<file path="src/rtl/rosc_sampler_if.sv">
// rosc_sampler_if -- word hand-off bus between the sampler and its consumer.
//   data       : collected 32-bit random word
//   data_valid : data holds a complete word
//   data_ack   : consumer accepts the word (ignored unless data_valid = 1)
// master = sampler side, slave = consumer side.
interface rosc_sampler_if;
    logic [31:0] data;
    logic        data_valid;
    logic        data_ack;

    modport master (output data, output data_valid, input data_ack);
    modport slave  (input data, input data_valid, output data_ack);
endinterface

</file>
<file path="src/rtl/rosc_sampler.sv">
// rosc_sampler -- ring-oscillator entropy sampler with von Neumann debiasing.
// Seeds the oscillator, samples it every SAMPLE_DIV clocks, debiases pairs of
// samples and packs emitted bits into a 32-bit word handed off over bus.
// Ports:
//   clk, reset : system clock, synchronous active-high reset
//   enable     : run request; low returns to IDLE and clears the word
//   osc_d      : raw oscillator output (asynchronous to clk)
//   osc_ctrl   : 1 = oscillator held at seed, 0 = free-running
//   osc_seed   : seed value presented while osc_ctrl = 1
//   stuck      : sticky alarm, 255 consecutive discarded pairs
//   bus        : data / data_valid / data_ack word hand-off (master side)
module rosc_sampler #(
    parameter int unsigned SEED_CYCLES = 4,
    parameter int unsigned SAMPLE_DIV  = 16
) (
    input  logic             clk,
    input  logic             reset,
    input  logic             enable,
    input  logic             osc_d,
    output logic             osc_ctrl,
    output logic             osc_seed,
    output logic             stuck,
    rosc_sampler_if.master   bus
);
    typedef enum logic [1:0] {IDLE, SEED, RUN, FULL} state_t;

    localparam logic [15:0] DIV_LAST  = 16'(SAMPLE_DIV - 1);
    localparam logic [7:0]  SEED_LOAD = 8'(SEED_CYCLES);

    state_t      state_q, state_d;
    logic [1:0]  sync_q, sync_d;
    logic        seed_q, seed_d;
    logic [7:0]  seed_cnt_q, seed_cnt_d;
    logic [15:0] div_q, div_d;
    logic        phase_q, phase_d;
    logic        first_q, first_d;
    logic [5:0]  bit_cnt_q, bit_cnt_d;
    logic [7:0]  disc_q, disc_d;
    logic        stuck_q, stuck_d;
    logic [31:0] data_q, data_d;

    // Only the second synchronizer stage is ever sampled.
    logic sample;
    assign sample = sync_q[1];

    always_comb begin
        state_d    = state_q;
        sync_d     = {sync_q[0], osc_d};
        seed_d     = seed_q;
        seed_cnt_d = seed_cnt_q;
        div_d      = div_q;
        phase_d    = phase_q;
        first_d    = first_q;
        bit_cnt_d  = bit_cnt_q;
        disc_d     = disc_q;
        stuck_d    = stuck_q;
        data_d     = data_q;

        if (!enable) begin
            // Dropping enable wins over everything, including data_ack.
            state_d   = IDLE;
            data_d    = '0;
            bit_cnt_d = '0;
            div_d     = '0;
            phase_d   = 1'b0;
            first_d   = 1'b0;
            disc_d    = '0;
            stuck_d   = 1'b0;
        end else begin
            case (state_q)
                IDLE: begin
                    state_d    = SEED;
                    seed_d     = ~seed_q;
                    seed_cnt_d = SEED_LOAD;
                end
                SEED: begin
                    seed_cnt_d = seed_cnt_q - 8'd1;
                    if (seed_cnt_q == 8'd1) begin
                        // Divider and pair phase restart on every RUN entry.
                        state_d = RUN;
                        div_d   = '0;
                        phase_d = 1'b0;
                    end
                end
                RUN: begin
                    div_d = (div_q == DIV_LAST) ? 16'd0 : div_q + 16'd1;
                    if (div_q == DIV_LAST) begin
                        if (!phase_q) begin
                            first_d = sample;
                            phase_d = 1'b1;
                        end else begin
                            phase_d = 1'b0;
                            if (sample != first_q) begin
                                data_d    = {data_q[30:0], first_q};
                                bit_cnt_d = bit_cnt_q + 6'd1;
                                disc_d    = '0;
                                if (bit_cnt_q == 6'd31) state_d = FULL;
                            end else begin
                                if (disc_q != 8'hFF) disc_d = disc_q + 8'd1;
                                if (disc_q == 8'hFE) stuck_d = 1'b1;
                            end
                        end
                    end
                end
                FULL: begin
                    if (bus.data_ack) begin
                        state_d    = SEED;
                        bit_cnt_d  = '0;
                        seed_d     = ~seed_q;
                        seed_cnt_d = SEED_LOAD;
                    end
                end
            endcase
        end
    end

    always_ff @(posedge clk) begin
        if (reset) begin
            state_q    <= IDLE;
            sync_q     <= '0;
            seed_q     <= 1'b0;
            seed_cnt_q <= '0;
            div_q      <= '0;
            phase_q    <= 1'b0;
            first_q    <= 1'b0;
            bit_cnt_q  <= '0;
            disc_q     <= '0;
            stuck_q    <= 1'b0;
            data_q     <= '0;
        end else begin
            state_q    <= state_d;
            sync_q     <= sync_d;
            seed_q     <= seed_d;
            seed_cnt_q <= seed_cnt_d;
            div_q      <= div_d;
            phase_q    <= phase_d;
            first_q    <= first_d;
            bit_cnt_q  <= bit_cnt_d;
            disc_q     <= disc_d;
            stuck_q    <= stuck_d;
            data_q     <= data_d;
        end
    end

    assign osc_ctrl       = (state_q == IDLE) || (state_q == SEED);
    assign osc_seed       = seed_q;
    assign stuck          = stuck_q;
    assign bus.data       = data_q;
    assign bus.data_valid = (state_q == FULL);
endmodule
</file>
<file path="src/flat_wrapper.sv">
// flat-port wrapper written by rule: the top's interface ports become plain ports
module rosc_sampler_flat 
#(
    parameter int unsigned SEED_CYCLES = 4,
    parameter int unsigned SAMPLE_DIV  = 16
)
  (clk, reset, enable, osc_d, osc_ctrl, osc_seed, stuck, bus_data, bus_data_valid, bus_data_ack);
  rosc_sampler_if bus_i ();
  input  logic clk;
  input  logic reset;
  input  logic enable;
  input  logic osc_d;
  output logic osc_ctrl;
  output logic osc_seed;
  output logic stuck;
  output wire logic [$bits(bus_i.data)-1:0] bus_data;
  output wire logic [$bits(bus_i.data_valid)-1:0] bus_data_valid;
  input wire logic [$bits(bus_i.data_ack)-1:0] bus_data_ack;
  assign bus_data = bus_i.data;
  assign bus_data_valid = bus_i.data_valid;
  assign bus_i.data_ack = bus_data_ack;
  rosc_sampler #(.SEED_CYCLES(SEED_CYCLES), .SAMPLE_DIV(SAMPLE_DIV)) u_core (.clk(clk), .reset(reset), .enable(enable), .osc_d(osc_d), .osc_ctrl(osc_ctrl), .osc_seed(osc_seed), .stuck(stuck), .bus(bus_i));
endmodule
</file>
<file path="config.mk">
export PLATFORM = sky130hd
export DESIGN_NAME = rosc_sampler_flat
export DESIGN_NICKNAME = d
export VERILOG_FILES = /design/src/rtl/rosc_sampler_if.sv /design/src/rtl/rosc_sampler.sv /design/src/flat_wrapper.sv
export SDC_FILE = /design/constraint.sdc
export NUM_CORES = 1
export LEC_CHECK = 0
export CORE_ASPECT_RATIO = 0.6
export CORE_UTILIZATION = 40
export CTS_CLUSTER_DIAMETER = 200
export CTS_CLUSTER_SIZE = 30
export DETAILED_ROUTE_END_ITERATION = 6
export SLEW_MARGIN = 20
export SYNTH_ARGS = -nofsm -noshare
export SYNTH_HDL_FRONTEND = slang
export SYNTH_SLANG_ARGS = --single-unit
</file>
<file path="constraint.sdc">
create_clock -name clk -period 4.1 [get_ports clk]
set_input_delay 0.41 -clock clk [delete_from_list [all_inputs] [get_ports clk]]
set_output_delay 0.41 -clock clk [all_outputs]
set_load 0.01 [all_outputs]
</file>
== Yosys cells after proc, flatten, opt, wreduce, memory -nomap -nowiden ==
Index checks and enable logic that the tools add are counted.

* Input bits: 5
* Register bits after elaboration: 78

* Multiplexer cells: 25
* Add/sub/neg operators: 4
* Bitwise gates (word level): 4
* Equality and inequality tests: 15
* Reduce and logical (&&, ||, !) cells: 18

{| class="wikitable"
|+ Operators by type and width
! cell !! number
|-
| two-way mux 16 bit || 2
|-
| one-hot mux 16 bit (2 select lines) || 1
|-
| two-way mux 6 bit || 4
|-
| two-way mux 8 bit || 3
|-
| one-hot mux 8 bit (3 select lines) || 1
|-
| adder 16 x 1 -> 16 bit (second input constant) || 1
|-
| == test 16 x 4 -> 1 bit (second input constant) || 1
|-
| two-way mux 2 bit || 6
|-
| inequality test 2 x 1 -> 1 bit (second input constant) || 6
|-
| one-hot mux 6 bit (2 select lines) || 1
|-
| AND reduction 3 bit || 4
|-
| AND reduction 5 bit || 2
|-
| adder 8 x 1 -> 8 bit (second input constant) || 1
|-
| == test 8 x 1 -> 1 bit (second input constant) || 1
|-
| == test 8 bit (second input constant) || 1
|-
| inequality test 8 bit (second input constant) || 1
|-
| one-hot mux 2 bit (4 select lines) || 1
|-
| AND reduction 4 bit || 2
|-
| nonzero test 2 bit || 4
|-
| subtractor 8 x 1 -> 8 bit (second input constant) || 1
|-
| adder 6 x 1 -> 6 bit (second input constant) || 1
|-
| == test 6 x 5 -> 1 bit (second input constant) || 1
|-
| AND reduction 6 bit || 1
|-
| == test 2 bit (second input constant) || 2
|-
| 10 further kinds || 17
|}

== Logic depth before layout (Yosys ltp) ==
* Depth after elaboration: 6
* Gate-level depth with buffers: 9
* Mapped depth without buffers: 7

== Least setup slack after synthesis ==
No wires, ideal clock.

* Path kind: reg-to-reg
* Start: register u_core.div_q[0]
* End: register u_core.bit_cnt_q[3]
* Cell stages (with the launch flop): 9
* Arrival time: 1737 ps
* Slack: 2235 ps
* Clock period less this slack: 1865 ps
* Library setup time: 127 ps
* Data required time: 3973 ps
* Cells stage by stage: dfxtp_1 > ha_1 > nor4b_4 > and4_1 > buf_6 > nand3_2 > buf_2 > o311ai_1 > o21ai_1

* Word-level cells in the longest chain between the ends: 3

{| class="wikitable"
|+ Ends and longest elaborated chain
! item !! line !! RTL
|-
| start: declaration || rosc_sampler.sv:34 || <nowiki>logic [15:0] div_q, div_d;</nowiki>
|-
| start signal: assignment || rosc_sampler.sv:135 || <nowiki>div_q <= div_d;</nowiki>
|-
| == test 16 x 4 -> 1 bit || rosc_sampler.sv:87 || <nowiki>if (div_q == DIV_LAST) begin</nowiki>
|-
| inequality test 2 x 1 -> 1 bit (no source line) || n/a ||
|-
| AND reduction 5 bit (no source line) || n/a ||
|-
| end signal: assignment || rosc_sampler.sv:138 || <nowiki>bit_cnt_q <= bit_cnt_d;</nowiki>
|-
| end: declaration || rosc_sampler.sv:37 || <nowiki>logic [5:0] bit_cnt_q, bit_cnt_d;</nowiki>
|}

Every way passes these cells.
A chain may end at the register's enable or synchronous reset.

== Worst setup path after layout ==
* Start: register u_core.div_q[0]
* End: register u_core.bit_cnt_q[4]

Same word-level chain as after synthesis.

==> Flow_metrics.wiki <==
{| class="wikitable"
! Metric !! Value
|-
| Adder-cell area share of the yosys netlist || 3.78%
|-
| Number of global-route vias before repair || between 2k and 3k
|-
| Share of synthesized cell area in and, or, nand and nor gates || between 20% and 30%
|-
| Post-CTS setup repair buffer count || 0
|-
| Pwr Total || approximately 1.7 mW
|-
| Relative area change from synthesis to final layout || 20.1%
|-
| Area fraction in compound gates after synthesis || between 10% and 20%
|-
| Initial cell density of the core || 42.1%
|-
| Mean area per synthesized cell || 8.61 um^2
|-
| Hold-fix buffers at CTS || 0
|-
| Std cell rows || 26
|-
| Leading cell type in the layout, fill and taps excluded || nand2_1
|-
| Run status || complete, no violations
|-
| Parity-gate share of the synthesized area counting xor and xnor cells || ~6.0%
|-
| Worst Setup Start Kind || flip-flop
|-
| Worst EP required || 4.30 ns
|-
| Initial antenna violation count || 0
|-
| Post-synthesis cell count || 423
|-
| Final TNS setup || 0 ns
|-
| Max-cap violation count || 0
|-
| CTS tree || built
|-
| F_max || 355 MHz
|-
| GR Util All Layers || 17.9%
|-
| Routed WL per cell || 13.6 um
|-
| Register Area || 1560 um^2
|-
| Crit-path max FO || 39
|-
| Syn Std Cell Area || 3640 um^2
|-
| Asr flop ratio synth || 0%
|-
| Pin count of the biggest net entering global routing || 47
|-
| Clock latency reported for the late side of the worst-skew pair || 0.34 ns
|-
| Clk root buf || clkbuf_16
|-
| Die Span X || 125 um
|-
| RSZ-0062 raised after global routing || no
|-
| Power per unit of standard cell area || 391 nW/um^2
|-
| Total vias in the final route || slightly below 3k
|-
| Peak supply drop || between 0.2 and 0.3 mV
|-
| Worst min path class || reg -> reg
|-
| Total clock sinks || 78
|-
| Number of pins with negative max-slew slack in the final report || 0
|-
| Signal arrival time at the worst endpoint || roughly 3 ns
|-
| Total Wirelength || 7750 um
|-
| Die outline height || 75.9 um
|-
| Final Cycle Share || 68.6%
|-
| Cell types occupying the most area after synthesis || dfxtp_1 43%, nand2_1 8.9%, a21oi_1 4.9%
|-
| Area enclosed by the die boundary || 9500 um^2
|-
| Total length of routed met2 wires || between 3000 and 4000 um
|-
| Post-CTS sizing || 0
|-
| Share of layout cells above drive strength 1 || under 10%
|-
| Count of synthesis-stage warnings from yosys || 0
|-
| Most frequent cells in the layout || 86 x nand2_1, 78 x dfxtp_1, 40 x clkdlybuf4s50_1
|-
| Fin crit period || 2.81 ns
|-
| Flops & latches, synth || 78
|-
| Number of filler cells placed in the layout || roughly 850
|-
| Critical Path End Type || flip-flop
|-
| Critical path type || reg -> reg
|-
| Count of antenna diodes in the layout || 0
|-
| Final setup slack of the worst path || about 1.3 ns
|-
| Final-report setup violation count || 0
|-
| Netlist cell types || 55
|-
| Detailed router's first-iteration violation count || 180
|-
| Area of the multi-input gates || ~1900 um^2
|-
| Worst slew margin || between 30% and 40%
|-
| Worst-case hold slack || approximately 0.45 ns
|-
| Least-Margin Pin Slew || 0.998 ns
|-
| Pre-CTS WS || 1.28 ns
|-
| Post-synth EDFFs || 0
|-
| Largest family of logic cells by synthesized area || simple AND/OR/NAND/NOR gates
|-
| Core area || 8650 um^2
|-
| Endpoints failing hold || 0
|-
| DRC Markers || 0
|-
| Fraction of post-synthesis cell area in the top cell type by area || 42.9%
|-
| Post-route clock skew || between 0.006 and 0.007 ns
|-
| Synth Net Count || between 400 and 500
|-
| Leak pwr || 1.43 nW
|-
| Sequential share of the synthesized area || 42.9%
|-
| Number of buffers on the longest clock path || 2
|-
| Detailed-route wire length on metal 1 || 4340 um
|-
| Hpwl dp || approximately 5400 um
|-
| Nets || 471
|-
| H-tree lvl count || 3
|-
| Number of buffers created by CTS || 9
|-
| Main flop type after synthesis || dfxtp_1
|-
| Post-detailed-route count of antenna-violating nets || 0
|-
| Ports || 41
|-
| Final Wtd Congestion || 0.811
|-
| Post-synth top area cell || dfxtp_1
|-
| Number of port buffers || 40
|-
| Via-per-instance ratio || between 5 and 6
|-
| Clock transition at the register clock pins on the worst setup and hold paths after CTS || 0.06 ns
|-
| First-pass iteration count of the detailed router || 6
|-
| Proportion of synthesized area in mux cells || 0.825%
|-
| Top metal layer carrying routed signals || met4
|-
| Total congestion overflow after global routing || 0
|-
| Global-route wire length before repair || 13500 um
|-
| Metal3 WL || about 320 um
|}
worst max-delay path, stage by stage, from the launching register on:
cell and delay, ns:
dfxtp_1 0.40, ha_1 0.30, nor4b_4 0.26, and4_1 0.45, nand3_2 0.65, o311ai_1 0.50
o21ai_1 0.11
sequential cells by signal, indices dropped and copies added, names as in the netlist:
| signal | cells |
|---|---|
| u_core.first_q | 1 |
| u_core.bus.data | 32 |
| u_core.sync_q | 2 |
| u_core.disc_q | 8 |
| u_core.stuck | 1 |
| u_core.bit_cnt_q | 6 |
| u_core.div_q | 16 |
| u_core.phase_q | 1 |
| u_core.osc_seed | 1 |
| u_core.seed_cnt_q | 8 |
| u_core.state_q | 2 |
cells by family (layout without fill, tap and decap cells):
group           after synthesis  count (layout)
simple gates                200             200
xor+xnor                     25              25
flops                        78              78
compound gates               74              74
fa+ha+maj                    11              11
mux                           3               3
buf+inv                      32              69
through the flow:
step                utilization (%)  area [um^2]  instances
finish                         50.5         4370        572
global route                   50.5         4370        572
floorplan                         -         3640        423
detailed placement             46.9         4060        556
CTS                            50.5         4370        572
global placement               46.9         4060        556
cell type report:
type / count / share of cell area [%]
Multi-Input combinational cell: 313 / 43.5
Clock buffer: 10 / 5.24
Sequential cell: 78 / 35.7
Inverter: 12 / 1.03
Timing Repair Buffer: 41 / 9.33
Tap cell: 112 / 3.21
Clock inverter: 6 / 1.97
power breakdown:
| group | internal (mW) | switching (mW) | total [mW] |
|---|---|---|---|
| combinational | 0.0391 | 0.0545 | 0.0936 |
| clock | 0.531 | 0.306 | 0.837 |
| sequential | 0.769 | 0.0116 | 0.780 |
cells in the mapped netlist, drive strengths merged (4+ instances only):
cell type,count
buf,10
xnor2,15
and4,6
nor2b,5
dfxtp,78
nand4,9
clkbuf,10
or4,4
ha,11
nor4,10
xor2,10
and3,6
nor4b,4
o21ai,12
inv,12
a31oi,4
a21oi,42
nand2,86
nand3,12
nor2,33
or3,5
nor3,7
final timing paths:
| path | to | slack [ns] | cells past startpoint | from |
|---|---|---|---|---|
| min reg2reg | u_core.bus.data[31] | 0.45 | 2 | u_core.bus.data[31] |
| min | u_core.bus.data[31] | 0.45 | 2 | u_core.bus.data[31] |
| max reg2reg | u_core.bit_cnt_q[4] | 1.29 | 6 | u_core.div_q[0] |
| max | u_core.bit_cnt_q[4] | 1.29 | 6 | u_core.div_q[0] |
layer usage:
| layer | GRT usage (%) | vias to the layer above |
|---|---|---|
| li1 | - | 1536 |
| met1 | 26.5 | 1375 |
| met2 | 23.5 | 49 |
| met3 | 6.71 | 2 |
| met4 | 4.76 | 0 |
| met5 | 0 | - |
(Power assumes the default switching activity.)
